## src/rtl/nauta_drv_gen.sv

```systemverilog
// Registered differential stimulus generator for the Nauta transconductor inputs.
// Emits square or PRBS7 symbols on inp/inn with programmable both-low dead time.
module nauta_drv_gen #(
    parameter int         DW        = 8,
    parameter logic [6:0] LFSR_SEED = 7'h7F
) (
    input  logic          clk,
    input  logic          rst_n,
    input  logic          en,
    input  logic          load,
    input  logic          mode,
    input  logic [DW-1:0] half_per,
    input  logic [3:0]    dead,
    output logic          inp,
    output logic          inn,
    output logic          sym,
    output logic          sym_stb,
    output logic          active,
    output logic [1:0]    state_dbg
);

    typedef enum logic [1:0] {
        IDLE  = 2'd0,
        DEAD  = 2'd1,
        DRIVE = 2'd2
    } state_t;

    typedef struct packed {
        logic          mode;
        logic [DW-1:0] hp;
        logic [3:0]    dead;
    } cfg_t;

    localparam cfg_t CFG_RST = '{mode: 1'b0, hp: DW'(1), dead: 4'd0};

    state_t        state_q, state_d;
    cfg_t          shadow_q, active_q, cfg;
    logic [6:0]    lfsr_q, lfsr_d, lfsr_step;
    logic [DW-1:0] drv_cnt_q, drv_cnt_d;
    logic [3:0]    dead_cnt_q, dead_cnt_d;
    logic          sym_d, stb_d, bnd;

    // Remaining-cycle count for a symbol; half_per of 0 behaves as 1.
    function automatic logic [DW-1:0] drive_len(input logic [DW-1:0] hp);
        return (hp == '0) ? '0 : hp - DW'(1);
    endfunction

    // Inside DEAD the latched config applies; IDLE exit and symbol boundaries take the shadow.
    assign cfg       = (state_q == DEAD) ? active_q : shadow_q;
    assign lfsr_step = {lfsr_q[5:0], lfsr_q[6] ^ lfsr_q[5]};
    assign active    = (state_q != IDLE);
    assign state_dbg = state_q;

    always_comb begin
        state_d    = state_q;
        sym_d      = sym;
        lfsr_d     = lfsr_q;
        drv_cnt_d  = drv_cnt_q;
        dead_cnt_d = dead_cnt_q;
        stb_d      = 1'b0;
        bnd        = 1'b0;
        case (state_q)
            IDLE: begin
                if (en) begin
                    sym_d = cfg.mode ? lfsr_q[6] : 1'b1;
                    if (cfg.dead != 4'd0) begin
                        state_d    = DEAD;
                        dead_cnt_d = cfg.dead - 4'd1;
                    end else begin
                        state_d   = DRIVE;
                        drv_cnt_d = drive_len(cfg.hp);
                        stb_d     = 1'b1;
                    end
                end
            end
            DEAD: begin
                if (!en) begin
                    state_d = IDLE;
                end else if (dead_cnt_q == 4'd0) begin
                    state_d   = DRIVE;
                    drv_cnt_d = drive_len(cfg.hp);
                    stb_d     = 1'b1;
                end else begin
                    dead_cnt_d = dead_cnt_q - 4'd1;
                end
            end
            DRIVE: begin
                if (!en) begin
                    state_d = IDLE;
                end else if (drv_cnt_q != '0) begin
                    drv_cnt_d = drv_cnt_q - DW'(1);
                end else begin
                    bnd = 1'b1;
                    if (cfg.mode) begin
                        lfsr_d = lfsr_step;
                        sym_d  = lfsr_step[6];
                    end else begin
                        sym_d = ~sym;
                    end
                    // Dead time only separates a real polarity change.
                    if ((sym_d != sym) && (cfg.dead != 4'd0)) begin
                        state_d    = DEAD;
                        dead_cnt_d = cfg.dead - 4'd1;
                    end else begin
                        state_d   = DRIVE;
                        drv_cnt_d = drive_len(cfg.hp);
                        stb_d     = 1'b1;
                    end
                end
            end
            default: state_d = IDLE;
        endcase
        if (load && (state_q == IDLE)) lfsr_d = LFSR_SEED;
    end

    always_ff @(posedge clk or negedge rst_n) begin
        if (!rst_n) begin
            state_q    <= IDLE;
            inp        <= 1'b0;
            inn        <= 1'b0;
            sym        <= 1'b0;
            sym_stb    <= 1'b0;
            lfsr_q     <= LFSR_SEED;
            drv_cnt_q  <= '0;
            dead_cnt_q <= '0;
            shadow_q   <= CFG_RST;
            active_q   <= CFG_RST;
        end else begin
            state_q    <= state_d;
            sym        <= sym_d;
            sym_stb    <= stb_d;
            lfsr_q     <= lfsr_d;
            drv_cnt_q  <= drv_cnt_d;
            dead_cnt_q <= dead_cnt_d;
            // Decoded from the next state so inp/inn can never overlap.
            inp        <= (state_d == DRIVE) && sym_d;
            inn        <= (state_d == DRIVE) && !sym_d;
            if (load) shadow_q <= '{mode: mode, hp: half_per, dead: dead};
            if ((state_q == IDLE) || bnd) active_q <= shadow_q;
        end
    end

endmodule

```

## config.mk

```make
export PLATFORM = sky130hd
export DESIGN_NAME = nauta_drv_gen
export DESIGN_NICKNAME = d
export VERILOG_FILES = /design/src/rtl/nauta_drv_gen.sv
export SDC_FILE = /design/constraint.sdc
export NUM_CORES = 1
export LEC_CHECK = 0
export ABC_AREA = 1
export CORE_MARGIN = 4
export CORE_UTILIZATION = 25
export CTS_BUF_LIST = sky130_fd_sc_hd__clkbuf_4 sky130_fd_sc_hd__clkbuf_8
export DETAILED_ROUTE_END_ITERATION = 12
export GPL_ROUTABILITY_DRIVEN = 1
export SKIP_CTS_REPAIR_TIMING = 1
export SYNTH_ARGS = -nofsm -noshare
export SYNTH_HDL_FRONTEND = slang
export SYNTH_SLANG_ARGS = --single-unit
```

## constraint.sdc

```tcl
create_clock -name clk -period 2.8 [get_ports clk]
set_clock_uncertainty 0.05 [all_clocks]
set_input_delay 0.56 -clock clk [delete_from_list [all_inputs] [get_ports clk]]
set_output_delay 0.56 -clock clk [all_outputs]
set_load 0.05 [all_outputs]
```

# Word-level counts from Yosys, hierarchy flattened
# Index checks and enable logic that the tools add are counted.
# W data, S select, Z words.
# classes
n_addsub	4
eq_ne	15
reduce_logical	19
muxes	51
n_bitwise	2
# op_table
op	n
$mux W8	8
$mux W7	5
$mux W4	7
$pmux W8 S3	1
$mux W1	18
$ne A2 B2 Y1 const B	8
$sub A8 B1 Y8 const B	2
$mux W2	7
$mux W13	1
$pmux W4 S3	1
$logic_not A8 Y1	1
$reduce_and A8 Y1	1
$reduce_bool A2 Y1	4
$reduce_bool A8 Y1	1
$sub A4 B1 Y4 const B	2
$reduce_and A7 Y1	1
$pmux W2 S3	1
$eq A2 B2 Y1 const B	2
$logic_and A1 B1 Y1	4
$logic_not A4 Y1	1
$ne A2 B1 Y1 const B	2
$reduce_and A4 Y1	1
$reduce_bool A4 Y1	1
$ne A3 B3 Y1 const B	1
10 further kinds	10
# word_totals
output_inout_bits	7
wordCells	105
input_bits	17
ff_bits	51

# Longest topological paths before layout
# Gate-level depths: netlist (run 1).
# logic_depth
word_depth	14
ltp_mapped	15
mapped_depth_nobuf	14

# Worst setup path after synthesis (run 1)
# OpenSTA, ideal clock, no wires.
# synth_path
path_kind	register -> register
start	reg state_q[0], in the netlist state_dbg[0]
end	reg drv_cnt_q[0]
required_ns	2.674
t_arrival_ns	2.471
path_stages_with_launch	13
slack_ns	0.202
setup_time_ns	0.076
cell_sequence	dfrtp_1 inv_1 ha_1 inv_1 nand2_1 o31ai_2 nand2_1 a21oi_1 nand2_2 inv_2 buf_6 nand2_1 o21ai_1
# synth_between
elab_chain_cells	10
word_cells_on_any_way	30
classes_between	add/sub: 1; eq/ne: 9; mux: 14; reduce/logical: 6
# synth_rtl
element	line	rtl
from (decl)	36	state_t state_q, state_d;
from (signal assigned)	129	state_q <= state_d;
parallel branches: the longest is 10 deep, another holds $sub A8 B1 Y8	--	
to (signal assigned)	133	drv_cnt_q <= drv_cnt_d;
to (decl)	39	logic [DW-1:0] drv_cnt_q, drv_cnt_d;
# Parallel ways; which one is timed is not known. The select of a mux whose other input is x is not followed.
# A chain may end at the register's enable or synchronous reset.

# Final worst setup path (run 1)
# layout_path
start	reg state_q[0], in the netlist state_dbg[0]
end	out active
# layout_between
elab_chain_cells	1
# layout_rtl
element	line	rtl
$reduce_bool A2 Y1	51	assign active = (state_q != IDLE);
to (decl)	18	output logic active,
# No other way between the ends.

==> metrics.md, run 1 <==
| Metric | Value |
|---|---|
| DP Area | `roughly 3300 um^2` |
| Hold Fails Final Rpt | `0` |
| Post-DP HPWL | `between 4000 and 5000 um` |
| Final instance area | `3420 um^2` |
| WP data required | `about 2.2 ns` |
| Outcome | `completed` |
| Wire per inst | `11.4 um` |
| # H-tree levels | `2` |
| Die height | `around 120 um` |
| VDD IR max | `0.569 mV` |
| Core area | `11000 um^2` |
| CTS tree | `yes` |
| Root cell of the clock tree | `clkbuf_8` |
| Die X | `approximately 120 um` |
| CTS clock-pin slew for the worst setup and hold paths | `0.10 ns` |
| Final WS setup | `a little under 0.4 ns` |
| DRC viols | `0` |
| Setup Viol. Count Final | `0` |
| F_max | `between 0.4 and 0.5 GHz` |
| Clock buffer depth | `2` |
| Dpl cells | `about 540` |
| Max Cap Viol | `0` |
| Vias per Instance | `roughly 4.4` |
| Netlist cell types | `32` |
| Final wirelength | `between 6000 and 7000 um` |
| Yosys warning total | `0` |
| Area Growth Syn to Fin | `18.7%` |
| Final nets | `around 430` |
| CP Launch Type | `flop` |
| Syn Nets | `about 400` |
| Pwr Density | `approximately 1100 nW/um^2` |
| Boundary Pins | `24` |
| Initial DRC count | `96` |
| Fin cells | `546` |
| Flops & latches, synth | `between 50 and 60` |
| Synth Area per Inst | `between 7 and 8 um^2` |
| Final Cycle Share | `between 80 and 90%` |
| Critical path endpoint category | `output pin` |
| Grt ovf | `0` |
| Register area share after synthesis | `between 40 and 50%` |
| Worst Path Arrival | `about 1.8 ns` |
| Latest clock arrival within the worst-skew pair | `0.31 ns` |
| Cell row count | `38` |
| Die area | `between 10000 and 15000 um^2` |
| Via count | `around 2400` |
| RSZ-0062 raised after global routing | `no` |
| Critical path fanouts, max | `5` |
| TritonCTS Buffers | `5` |
| Pin slew with the least headroom to its limit | `about 0.58 ns` |
| Cell Area, Synth | `around 2900 um^2` |
| Number of global-route vias before repair | `2505` |
| Routed Antenna Nets | `0` |
| Clock sinks | `51` |
| Total GRT Usage | `a little over a tenth` |
| Number of I/O port buffers | `23` |
| Layout cell share with drive strength beyond 1 | `~11%` |
| Pre-Repair DR Iteration Count | `4` |
| Setup TNS | `0 ns` |
| GPL Wtd Cong | `between 0.9 and 1` |
| First-pass GRT wire length | `roughly 11000 um` |
| Initial antenna violation count | `0` |
| Leakage Power | `1.61 nW` |
| Kind of critical path | `flop to output pin` |
| # diodes | `0` |
| Post-Syn Instances | `approximately 380` |
| Final Critical Period | `between 2 and 2.5 ns` |
| Max_slew headroom | `61.6%` |
| Pre-CTS setup slack | `around 0.24 ns` |
| Initial Utilization | `between 20% and 30%` |
| Final Max Slew Viols | `0` |
| Hold Crit Class | `input pin to async pin` |
| Largest net degree at the start of global routing | `28` |
[routing by layer]
layer  global-route usage, %  wire [um]  vias up
met5                       0          0        -
met4                    2.82         70        0
met3                    2.58        229        9
met2                    17.7       2970       43
met1                    13.4       2950     1118
li1                        -          -     1246
[where the power goes]
group          switching [mW]  total, mW  internal [mW]  leakage [nW]
clock                   0.264      0.558          0.294        0.0618
sequential              0.173       1.24           1.07         0.610
combinational            1.35       2.10          0.742         0.936
[layout by cell type, fill, tap and decap left out, types with 2 or more instances in the layout]
master           instances
o21ai_2                  2
nand3_1                 14
nor2_4                   2
inv_1                   54
nor2_1                  27
clkbuf_8                 6
o21ai_1                 11
dfstp_2                  9
o21ai_0                 47
inv_2                    4
dfrtp_1                 42
xor2_1                   5
ha_1                     8
clkdlybuf4s50_1         21
xnor2_1                  4
nor2_2                   4
mux2_2                   3
nand4_1                  3
nor3_1                   2
nand3b_1                 2
nand2_1                101
nand2_2                  2
a21oi_1                 14
buf_4                    6
[cells in the mapped netlist]
master       n  area (um^2)
nand4_1      3         18.8
buf_6        1         11.3
o211ai_1     1         7.51
nor2_4       2         22.5
nor3_1       2         10.0
inv_2        4         15.0
o22ai_1      1         6.26
o2111ai_2    1         15.0
xor2_1       5         43.8
a21oi_1     14         70.1
buf_2        4         20.0
xnor2_1      4         35.0
nand2_2      2         12.5
nor2_1      27          101
o21ai_2      2         17.5
nand3_1     14         70.1
dfstp_2      9          236
nor2_2       4         25.0
o21ai_0     47          235
clkbuf_1     4         15.0
ha_1         9          113
o21ai_1     11         55.1
mux2_2       3         33.8
o21bai_1     1         7.51
dfrtp_1     42         1050
o31ai_2      1         12.5
buf_4        1         7.51
nand2_1    101          379
o31ai_1      1         7.51
nand3b_1     2         15.0
a31oi_1      1         6.26
inv_1       54          203
[per-stage QoR]
stage,hold WS (ns),total power [mW],utilization [%]
after floorplan,0.214,2.84,-
after global placement,0.417,3.31,29.8
after detailed placement,0.424,3.36,29.8
after CTS,0.194,3.93,30.9
after global routing,0.215,4.35,31.0
final,0.179,3.89,31.0
[registers in the layout (all words and copies together) (netlist names)]
signal	count
active_q	13
dead_cnt_q	4
drv_cnt_q	8
inn	1
inp	1
lfsr_q	7
shadow_q	13
state_dbg	2
sym	1
sym_stb	1
[path summary, 6_finish.rpt]
kind	startpoint	end	slack [ns]	cells after the start
setup / recovery	state_dbg[0]$_DFF_PN0_	active	0.39	4
hold / removal	rst_n	shadow_q[5]$_DFFE_PN0P_	0.18	1
setup reg to reg	state_dbg[1]$_DFF_PN0_	drv_cnt_q[1]$_DFFE_PN0P_	0.48	14
hold reg to reg	lfsr_q[1]$_DFFE_PN1P_	lfsr_q[1]$_DFFE_PN1P_	0.44	2
max in group asynchronous	rst_n	active_q[4]$_DFFE_PN1P_	1.91	2
min in group clk	lfsr_q[1]$_DFFE_PN1P_	lfsr_q[1]$_DFFE_PN1P_	0.44	2
[worst max-delay path: stages, from the launching register on]
cell and delay (ns):
dfrtp_1 0.44, inv_1 0.12, ha_1 0.30, inv_1 0.19, dlymetal6s2s_1 0.45
[logic make-up (layout without fill, tap and decap cells)]
kind of cell | count (synthesis) | in the layout | share of synthesized area [%]
simple gates | 157 | 157 | 22.7
compound gates | 81 | 81 | 15.3
flops | 51 | 51 | 44.7
mux | 3 | 3 | 1.17
fa+ha+maj | 9 | 9 | 3.91
buf+inv | 68 | 96 | 9.43
xor+xnor | 9 | 9 | 2.74
[final cells by class]
| type | count | area (um^2) |
|---|---|---|
| Clock buffer | 6 | 82.6 |
| Clock inverter | 2 | 38.8 |
| Fill cell | 1208 | 7610 |
| Inverter | 58 | 218 |
| Multi-Input combinational cell | 259 | 1320 |
| Sequential cell | 51 | 1290 |
| Tap cell | 140 | 175 |
| Timing Repair Buffer | 30 | 293 |
No activity file was read; power rests on OpenSTA's default activity.
==> run 2: changes to the inputs <==
- SLEW_MARGIN: unset -> 15
==> results of run 2 <==
No change in the layout: final DEF, timing and power equal those of run 1.
==> run 3: changes to the inputs <==
- CORE_UTILIZATION: 25 -> 30
==> run 3 against run 2 <==
Compared with the run above:
- register-to-register slack got worse by 0.04 ns
- worst hold slack improved by 0.015 ns
- critical path depth unchanged
- sequential power about the same
- cell area decreased by 1.1%
- non-clock buffer count decreased by 1
- clock-buffer cell count increased by 1
- final cell count decreased by 2.2%
- via count decreased by 0.41%
- clock power decreased by 16%
- flip-flop and latch count unchanged
- sequential share of layout area increased by 0.43 points
- largest cell class unchanged
- highest routed layer unchanged
==> metrics.md, run 3 (synthesis gave the netlist of run 1 again) <==
| Metric | Value |
|---|---|
| RSZ-0062 raised after global routing | `no (unchanged)` |
| First-pass GRT wire length | `10900 um (was 11400 um)` |
| Final Cycle Share | `85.0% (was 86.1%)` |
| Switching Power | `1.77 mW (was 1.79 mW)` |
| Clock sinks | `51 (unchanged)` |
| # H-tree levels | `2 (unchanged)` |
| DP Area | `3270 um^2 (was 3290 um^2)` |
| Worst Path Arrival | `1.77 ns (was 1.80 ns)` |
| Reg-to-reg startpoint | `state_dbg[1]$_DFF_PN0_ (unchanged)` |
| Layout cell share with drive strength beyond 1 | `10.9% (was 11.1%)` |
| Hold Crit Class | `input pin to async pin (unchanged)` |
| Critical path endpoint category | `output pin (unchanged)` |
| Total GRT Usage | `11.6% (was 10.5%)` |
| CP Launch Type | `flop (unchanged)` |
| Critical path capture point | `active (unchanged)` |
| Final nets | `430 (was 431)` |
| CTS tree | `yes (unchanged)` |
| Max_slew headroom | `61.8% (was 61.6%)` |
| GPL Wtd Cong | `0.862 (was 0.915)` |
| Die area | `11200 um^2 (was 13300 um^2)` |
| Initial Utilization | `31.0% (was 26.1%)` |
| Vias per Instance | `4.51 (was 4.42)` |
| Comb pwr share | `54.9% (was 53.8%)` |
| Die height | `106 um (was 115 um)` |
| Setup Viol. Count Final | `0 (unchanged)` |
| Setup TNS | `0 ns (unchanged)` |
| Number of global-route vias before repair | `2540 (was 2505)` |
| Initial antenna violation count | `0 (unchanged)` |
| Grt ovf | `0 (unchanged)` |
| # diodes | `0 (unchanged)` |
| Part of the power in the clock network | `12.3% (was 14.3%)` |
| Fin cells | `534 (was 546)` |
| Initial DRC count | `99 (was 96)` |
| Latest clock arrival within the worst-skew pair | `0.30 ns (was 0.31 ns)` |
| WL met1 | `2900 um (was 2950 um)` |
| Sequential cell area | `1290 um^2 (unchanged)` |
| Most common cell after layout, fill and taps aside | `nand2_1 (unchanged)` |
| Area occupied by multi-input gates | `1320 um^2 (unchanged)` |
| Dpl cells | `526 (was 538)` |
| Final Critical Period | `2.38 ns (was 2.41 ns)` |
| Reg2Reg Capture Point | `drv_cnt_q[0]$_DFFE_PN0P_ (was drv_cnt_q[1]$_DFFE_PN0P_)` |
| Fill cells | `1021 (was 1208)` |
| Crit path depth | `4 (unchanged)` |
| Critical path fanouts, max | `5 (unchanged)` |
| Final instance area | `3380 um^2 (was 3420 um^2)` |
| Outcome | `completed (unchanged)` |
| Clock buffer depth | `2 (unchanged)` |
| F_max | `0.420 GHz (was 0.415 GHz)` |
| Metal2 WL | `2890 um (was 2970 um)` |
| Leakage Power | `1.59 nW (was 1.61 nW)` |
| Routed Antenna Nets | `0 (unchanged)` |
| Max Cap Viol | `0 (unchanged)` |
| CTS clock-pin slew for the worst setup and hold paths | `0.09 ns (was 0.10 ns)` |
| Largest net degree at the start of global routing | `28 (unchanged)` |
| CP max-delay cell | `dlymetal6s2s_1 (unchanged)` |
| Cell Int Power | `2.02 mW (was 2.10 mW)` |
| Sw Share | `46.7% (was 46.0%)` |
| R2R Setup Slk | `0.44 ns (was 0.48 ns)` |
| Most frequent cells in the layout | `nand2_1 (101), inv_1 (54), o21ai_0 (47) (unchanged)` |
| Root cell of the clock tree | `clkbuf_8 (unchanged)` |
| WP data required | `2.19 ns (about the same)` |
| Pin slew with the least headroom to its limit | `0.573 ns (was 0.576 ns)` |
| WL met3 | `172 um (was 229 um)` |
| Cell row count | `35 (was 38)` |
| Wire per inst | `11.3 um (was 11.4 um)` |
| Via count | `2406 (was 2416)` |
| Core area | `9280 um^2 (was 11000 um^2)` |
| Pwr Density | `1120 nW/um^2 (was 1140 nW/um^2)` |
| Die X | `106 um (was 115 um)` |
| Crit-path most repeated cell | `inv_1 (unchanged)` |
| Worst setup path start | `state_dbg[0]$_DFF_PN0_ (unchanged)` |
| Final wirelength | `6040 um (was 6220 um)` |
| Number of I/O port buffers | `23 (unchanged)` |
| Top Metal Used | `met4 (unchanged)` |
| Area Growth Syn to Fin | `17.3% (was 18.7%)` |
| Hold Fails Final Rpt | `0 (unchanged)` |
| VDD IR max | `0.641 mV (was 0.569 mV)` |
| TritonCTS Buffers | `5 (unchanged)` |
| Register-to-Register Path Depth | `12 (was 14)` |
| Buf/Inv on CP | `3 (unchanged)` |
| CP max stage delay | `0.45 ns (about the same)` |
| Largest regs | `active_q: 13 flops, shadow_q: 13 flops, drv_cnt_q: 8 flops (unchanged)` |
| Kind of critical path | `flop to output pin (unchanged)` |
| Boundary Pins | `24 (unchanged)` |
| Sequential share of power | `32.7% (was 31.9%)` |
| Final Max Slew Viols | `0 (unchanged)` |
| Crit-path cells | `inv_1 -> ha_1 -> inv_1 -> dlymetal6s2s_1 (unchanged)` |
| Post-DP HPWL | `4640 um (was 4710 um)` |
| Pre-Repair DR Iteration Count | `4 (unchanged)` |
| DRC viols | `0 (unchanged)` |
| Largest delay contributor family on the critical path | `buffers and inverters (unchanged)` |
run 3: cell types whose count changed in the layout (fill, tap and decap cells not counted), sizes merged:
cell | previous run | this run
bufinv | 1 | 0
buf | 8 | 7
clkbuf | 6 | 7
clkinvlp | 0 | 1
inv | 59 | 58
run 3: power by group through the flow:
stage                     clock network, mW  logic (mW)  registers (mW)
final                                 0.468        2.08            1.24
after detailed placement                  0        2.08            1.26
after global routing                  0.515        2.41            1.29
after global placement                    0        2.03            1.25
after floorplan                           0        1.53            1.32
after CTS                             0.488        2.09            1.24
run 3: worst min path at each step:
| stage | startpoint | end | slack, ns | cells after the start |
|---|---|---|---|---|
| 4_1_cts | rst_n | active_q[9]$_DFFE_PN0P_ | 0.22 | 1 |
| 5_1_grt | rst_n | shadow_q[9]$_DFFE_PN0P_ | 0.24 | 1 |
| 3_3_place_gp | dead_cnt_q[3]$_DFFE_PN0P_ | dead_cnt_q[3]$_DFFE_PN0P_ | 0.42 | 2 |
| 2_1_floorplan | rst_n | active_q[0]$_DFFE_PN0P_ | 0.21 | 0 |
| 3_5_place_dp | dead_cnt_q[3]$_DFFE_PN0P_ | dead_cnt_q[3]$_DFFE_PN0P_ | 0.42 | 2 |
| 6_report | rst_n | active_q[9]$_DFFE_PN0P_ | 0.19 | 1 |
run 3: layer usage:
metal  up-vias  global-route usage, %
li1       1246                      -
met1      1112                   14.7
met2        38                   19.9
met3        10                   2.37
met4         0                   3.70
met5         -                      0
run 3: layout make-up:
type	instances	share of cell area [%]
Inverter	58	6.44
Sequential cell	51	38.1
Clock inverter	1	0.222
Timing Repair Buffer	29	8.44
Tap cell	129	4.78
Multi-Input combinational cell	259	39.1
Clock buffer	7	2.85
run 3: metrics by stage:
stage,utilization (%),setup WS [ns],hold WS (ns),total power [mW]
after detailed placement,35.2,0.220,0.424,3.34
after global placement,35.2,0.329,0.420,3.29
after global routing,36.4,0.112,0.242,4.21
after CTS,36.3,0.000363,0.217,3.83
final,36.4,0.420,0.194,3.79
after floorplan,-,0.202,0.214,2.84
